$ cat src/rtl/cpu_pkg.sv
// cpu_pkg: shared definitions for the 8-bit mini CPU control path.
//   - seq_state_t : sequencer FSM states (ST_PAUSE is only reachable when
//                   SEQ_SINGLE_STEP_EN is defined)
//   - OP_HALT     : opcode that ends a run without enabling the datapath
//   - OP_*        : datapath opcodes understood by the instruction decoder
package cpu_pkg;

    localparam int OPCODE_W = 4;
    localparam int REG_EN_W = 3;

    typedef enum logic [2:0] {
        ST_IDLE  = 3'd0,
        ST_FETCH = 3'd1,
        ST_LOAD  = 3'd2,
        ST_EXEC  = 3'd3,
        ST_DONE  = 3'd4,
        ST_PAUSE = 3'd5
    } seq_state_t;

    localparam logic [OPCODE_W-1:0] OP_CLR  = 4'b0000;
    localparam logic [OPCODE_W-1:0] OP_LDA  = 4'b0001;
    localparam logic [OPCODE_W-1:0] OP_LDB  = 4'b0010;
    localparam logic [OPCODE_W-1:0] OP_MOV  = 4'b0011;
    localparam logic [OPCODE_W-1:0] OP_ADD  = 4'b0100;
    localparam logic [OPCODE_W-1:0] OP_SUB  = 4'b0110;
    localparam logic [OPCODE_W-1:0] OP_AND  = 4'b0111;
    localparam logic [OPCODE_W-1:0] OP_OR   = 4'b1000;
    localparam logic [OPCODE_W-1:0] OP_XOR  = 4'b1001;
    localparam logic [OPCODE_W-1:0] OP_NOT  = 4'b1010;
    localparam logic [OPCODE_W-1:0] OP_HALT = 4'b1111;

endpackage

$ cat src/rtl/cpu_sequencer_seq_pc.sv
// seq_pc: program counter for cpu_sequencer.
//   clk    - clock, rising edge
//   reset  - synchronous active-high clear
//   clr    - synchronous clear to address 0
//   inc    - advance by one (never past PROG_LEN-1, so the PC cannot wrap)
//   pc     - current program address
//   last   - pc is the final program word (PROG_LEN-1)
module seq_pc
    import cpu_pkg::*;
#(
    parameter int ADDR_W   = 4,
    parameter int PROG_LEN = 16
) (
    input  logic              clk,
    input  logic              reset,
    input  logic              clr,
    input  logic              inc,
    output logic [ADDR_W-1:0] pc,
    output logic              last
);

    localparam logic [ADDR_W-1:0] LAST_ADDR = ADDR_W'(PROG_LEN - 1);

    assign last = (pc == LAST_ADDR);

    always_ff @(posedge clk) begin
        if (reset || clr) begin
            pc <= '0;
        end else if (inc && !last) begin
            pc <= pc + 1'b1;
        end
    end

endmodule

$ cat src/rtl/cpu_sequencer.sv
// cpu_sequencer: fetch/load/execute controller for the 8-bit mini CPU.
//   Clk, Reset   - clock and synchronous active-high reset
//   Start        - level-sampled run request, honoured only in IDLE
//   ProgAddr     - program-memory address (the PC)
//   ProgData     - program-memory data, valid one cycle after ProgAddr
//   Instruction  - instruction register driving the decoder
//   DecCLR/DecEn - decoder outputs for the current Instruction
//   RegCLR/RegEn - decoder outputs gated to the single EXEC cycle
//   Busy, Done   - run in progress / one-cycle end-of-run pulse
//   Step         - only with SEQ_SINGLE_STEP_EN: releases the PAUSE state
// Optional feature macro: SEQ_SINGLE_STEP_EN (adds Step and the PAUSE state).
module cpu_sequencer
    import cpu_pkg::*;
#(
    parameter int ADDR_W   = 4,
    parameter int PROG_LEN = 16
) (
    input  logic                Clk,
    input  logic                Reset,
    input  logic                Start,
    output logic [ADDR_W-1:0]   ProgAddr,
    input  logic [OPCODE_W-1:0] ProgData,
    output logic [OPCODE_W-1:0] Instruction,
    input  logic                DecCLR,
    input  logic [REG_EN_W-1:0] DecEn,
    output logic                RegCLR,
    output logic [REG_EN_W-1:0] RegEn,
    output logic                Busy,
    output logic                Done
`ifdef SEQ_SINGLE_STEP_EN
    ,
    input  logic                Step
`endif
);

    seq_state_t        state;
    logic [ADDR_W-1:0] pc;
    logic              pc_last;
    logic              pc_clr;
    logic              pc_inc;
    logic              is_halt;
    logic              exec_live;

    assign is_halt   = (Instruction == OP_HALT);
    // The datapath only ever sees enables in EXEC, and never for HALT.
    assign exec_live = (state == ST_EXEC) && !is_halt;

    // PC is parked at 0 while idle; clearing during DONE leaves the final
    // address visible for the Done cycle.
    assign pc_clr = (state == ST_IDLE) || (state == ST_DONE);
    assign pc_inc = exec_live && !pc_last;

    seq_pc #(
        .ADDR_W   (ADDR_W),
        .PROG_LEN (PROG_LEN)
    ) u_pc (
        .clk   (Clk),
        .reset (Reset),
        .clr   (pc_clr),
        .inc   (pc_inc),
        .pc    (pc),
        .last  (pc_last)
    );

    assign ProgAddr = pc;
    assign RegEn    = exec_live ? DecEn : '0;
    assign RegCLR   = exec_live & DecCLR;

    // Busy and Done are registered alongside the state transition so they
    // change on the same edge as the state they describe.
    always_ff @(posedge Clk) begin
        if (Reset) begin
            state       <= ST_IDLE;
            Instruction <= '0;
            Busy        <= 1'b0;
            Done        <= 1'b0;
        end else begin
            Done <= 1'b0;
            case (state)
                ST_IDLE: begin
                    if (Start) begin
                        state <= ST_FETCH;
                        Busy  <= 1'b1;
                    end
                end
                ST_FETCH: begin
                    state <= ST_LOAD;
                end
                ST_LOAD: begin
                    Instruction <= ProgData;
                    state       <= ST_EXEC;
                end
                ST_EXEC: begin
                    if (is_halt || pc_last) begin
                        state <= ST_DONE;
                        Busy  <= 1'b0;
                        Done  <= 1'b1;
                    end else begin
`ifdef SEQ_SINGLE_STEP_EN
                        state <= ST_PAUSE;
`else
                        state <= ST_FETCH;
`endif
                    end
                end
`ifdef SEQ_SINGLE_STEP_EN
                ST_PAUSE: begin
                    if (Step) begin
                        state <= ST_FETCH;
                    end
                end
`endif
                ST_DONE: begin
                    state <= ST_IDLE;
                end
                default: begin
                    state <= ST_IDLE;
                    Busy  <= 1'b0;
                end
            endcase
        end
    end

endmodule
$ cat config.mk
export PLATFORM = sky130hd
export DESIGN_NAME = cpu_sequencer
export DESIGN_NICKNAME = d
export VERILOG_FILES = /design/src/rtl/cpu_pkg.sv /design/src/rtl/cpu_sequencer_seq_pc.sv /design/src/rtl/cpu_sequencer.sv
export SDC_FILE = /design/constraint.sdc
export NUM_CORES = 1
export LEC_CHECK = 0
export CORE_MARGIN = 5
export CORE_UTILIZATION = 45
export CTS_CLUSTER_SIZE = 10
export DETAILED_ROUTE_END_ITERATION = 12
export GPL_TIMING_DRIVEN = 0
export PLACE_DENSITY = 0.88
export SETUP_SLACK_MARGIN = 0.02
export SLEW_MARGIN = 5
export SYNTH_ARGS = -nofsm -noshare
export SYNTH_HDL_FRONTEND = slang
export SYNTH_SLANG_ARGS = --single-unit
export TNS_END_PERCENT = 100
$ cat constraint.sdc
create_clock -name Clk -period 2.5 [get_ports Clk]
set_clock_uncertainty 0.05 [all_clocks]
set_input_delay 0.375 -clock Clk [delete_from_list [all_inputs] [get_ports Clk]]
set_output_delay 0.375 -clock Clk [all_outputs]
set_load 0.03 [all_outputs]
==> reports/results.ini <==
[final_layout]
layout_commonest_cell = clkdlybuf4s50_1
areaGrowthSynthToFinish_pct = 44.8
diodes = 0
final_layout_size_suffix_gt1_share_pct = 21.1
nNetsFinal = 108
final_core_util_pct = 67.0
final_cell_mix = clkdlybuf4s50_1, dfxtp_1, mux2i_1

[timing]
worst_slew_pin_slew_ns = 0.370
period_minus_slack_ns = 2.32
hold_viol = 0
fin_tns_setup_ns = 0
setup_viol = 0
fmax_ghz = 0.430
period_share_pct = 92.9
grt_setup_unrepaired = no
slew_headroom_pct = 75.1
drv_slew = 0

[detailed_routing]
detail-route-antenna-nets = 0
avgRoutedWirePerCell_um = 13.6
vias = 595
wirelength_mm = 1.51
dr.pass1.iters = 4
drc_errors = 0
drtIter0Drc = 6
via_per_inst = 5.36

[min_path]
hold_end = u_pc.pc[1]
min-delay-start = u_pc.pc[1]
hold_class = reg2reg
holdPathStages = 2

[global_route]
grt_pass1_vias = 583
grt_antenna_before_repair = 0
overflow = 0
grt_max_degree = 11
grt_pass1_wl_mm = 2.69
grt_use_total_pct = 14.2

[power]
powerDensity_nw_per_um2 = 514
p_leak_nw = 0.369
peakVddDrop_v = 0.000409

[place]
dp_hpwl_mm = 1.10
place_congestion = 0.682
port_buffers = 24

[floorplanning]
initial_core_util_pct = 46.3
die_area_um2 = 2370
die_y_um = 48.7
std_cell_rows = 14
ioPinCount = 25
core_um2 = 1450
die_x_um = 48.7

[clocking]
cts-root-buf = clkbuf_4
clockBufferDepth = 2
cts_resized = 0
cts_tree = done
path_clk_slew_ns = 0.08
cts_buffers = 3
clk_latency_ns = 0.28
htreeDepth = 1
hold_buffers = 0
cts.sinks = 13
postCtsSetupRepairBufs = 0

[critical_path]
required_ns = 2.08
r2r_cells = 4
rrSetupSlack_ns = 1.02
cp_max_fo = 8
worstReg2RegEnd = u_pc.pc[3]
end_kind = output pin
worstReg2RegStart = u_pc.pc[0]
crit_type = reg2out
cp.arrival_ns = 1.90
critPathLaunchType = flip-flop

[yosys]
synth_nets = 77
synthArstFlopShare_pct = 0
yosysTopAreaCell = dfxtp_1
synth-edff-count = 0
seq_area_frac_synth_pct = 38.7
syn-cell-area_um2 = 673
synth.area.top_cells = dfxtp_1, mux2i_1, a2111oi_2
syn_avg_cell_area_um2 = 10.4
ys.warnings.count = 0
netlist-cell-type-count = 29
synthCells = 65
synth_top_area_share_pct = 38.7
yosys_register_bits = 13
synth-main-ff-cell = dfxtp_1

[job]
drv_cap = 0

[run_status]
status = finished clean

-- synthesized netlist by cell type (all sizes together) (2+ instances only) --
| cell type | n |
|---|---|
| a2111oi | 2 |
| a211oi | 2 |
| and3 | 5 |
| buf | 3 |
| dfxtp | 13 |
| mux2i | 7 |
| nand2 | 5 |
| nand2b | 2 |
| nand3 | 3 |
| nor2 | 5 |
| nor3 | 3 |
| nor4b | 2 |
-- worst max-delay path by stage --
| stage | from | to | slack, ns | cells past startpoint |
|---|---|---|---|---|
| finish | Instruction[3] | RegCLR | 0.18 | 3 |
| global placement | DecCLR | RegCLR | 0.43 | 3 |
| CTS | Instruction[2] | RegCLR | 0.12 | 3 |
| floorplan | Instruction[0] | RegCLR | 0.89 | 2 |
| global route | Instruction[3] | RegEn[0] | 0.10 | 3 |
| detailed placement | DecCLR | RegCLR | 0.41 | 3 |
-- registers in the layout (all words and copies together), names as in the netlist --
signal	flops
Busy	1
u_pc.pc	4
state	3
Instruction	4
Done	1
-- critical path: stages, from the launching register on --
cell and delay, ns:
dfxtp_1 0.38, nand4_1 0.31, and3_2 0.33, clkdlybuf4s50_1 0.59
-- area by class of cell --
cell class	instances	area [µm²]
Fill cell	138	479
Multi-Input combinational cell	49	385
Buffer	3	27.5
Clock buffer	4	26.3
Timing Repair Buffer	26	255
Sequential cell	13	260
Tap cell	16	20.0
-- where the power goes --
group	switching [mW]	total, mW	internal (mW)
registers	0.00833	0.228	0.219
clock network	0.0733	0.135	0.0620
logic	0.0679	0.138	0.0696
-- kinds of logic after synthesis --
kind of cell	Yosys count	synth area share, %
AO/OA/AOI/OAI	9	11.9
XOR/XNOR	1	1.30
flip-flops	13	38.7
adder cells (fa/ha/maj)	1	1.86
AND/OR/NAND/NOR	31	31.8
multiplexers	7	10.4
buffers and inverters	3	4.09
-- stage by stage --
| step | area, µm² | hold WS (ns) | cells | setup WS (ns) | total power, mW |
|---|---|---|---|---|---|
| floorplan | 673 | 0.472 | 65 | 0.887 | 0.325 |
| global placement | 933 | 0.434 | 105 | 0.430 | 0.369 |
| detailed placement | 933 | 0.444 | 105 | 0.412 | 0.371 |
| CTS | 960 | 0.457 | 109 | 0.122 | 0.506 |
| global route | 975 | 0.484 | 111 | 0.102 | 0.529 |
| finish | 975 | 0.453 | 111 | 0.176 | 0.501 |
-- metal layers --
| metal | routed length, µm | up-vias | GRT usage, % |
|---|---|---|---|
| met2 | 653 | 25 | 21.1 |
| li1 | - | 306 | - |
| met3 | 113 | 5 | 4.60 |
| met1 | 691 | 259 | 17.1 |
| met4 | 49 | 0 | 9.42 |
| met5 | 0 | - | 0 |
Note: power is estimated with default switching activity, not from simulation.
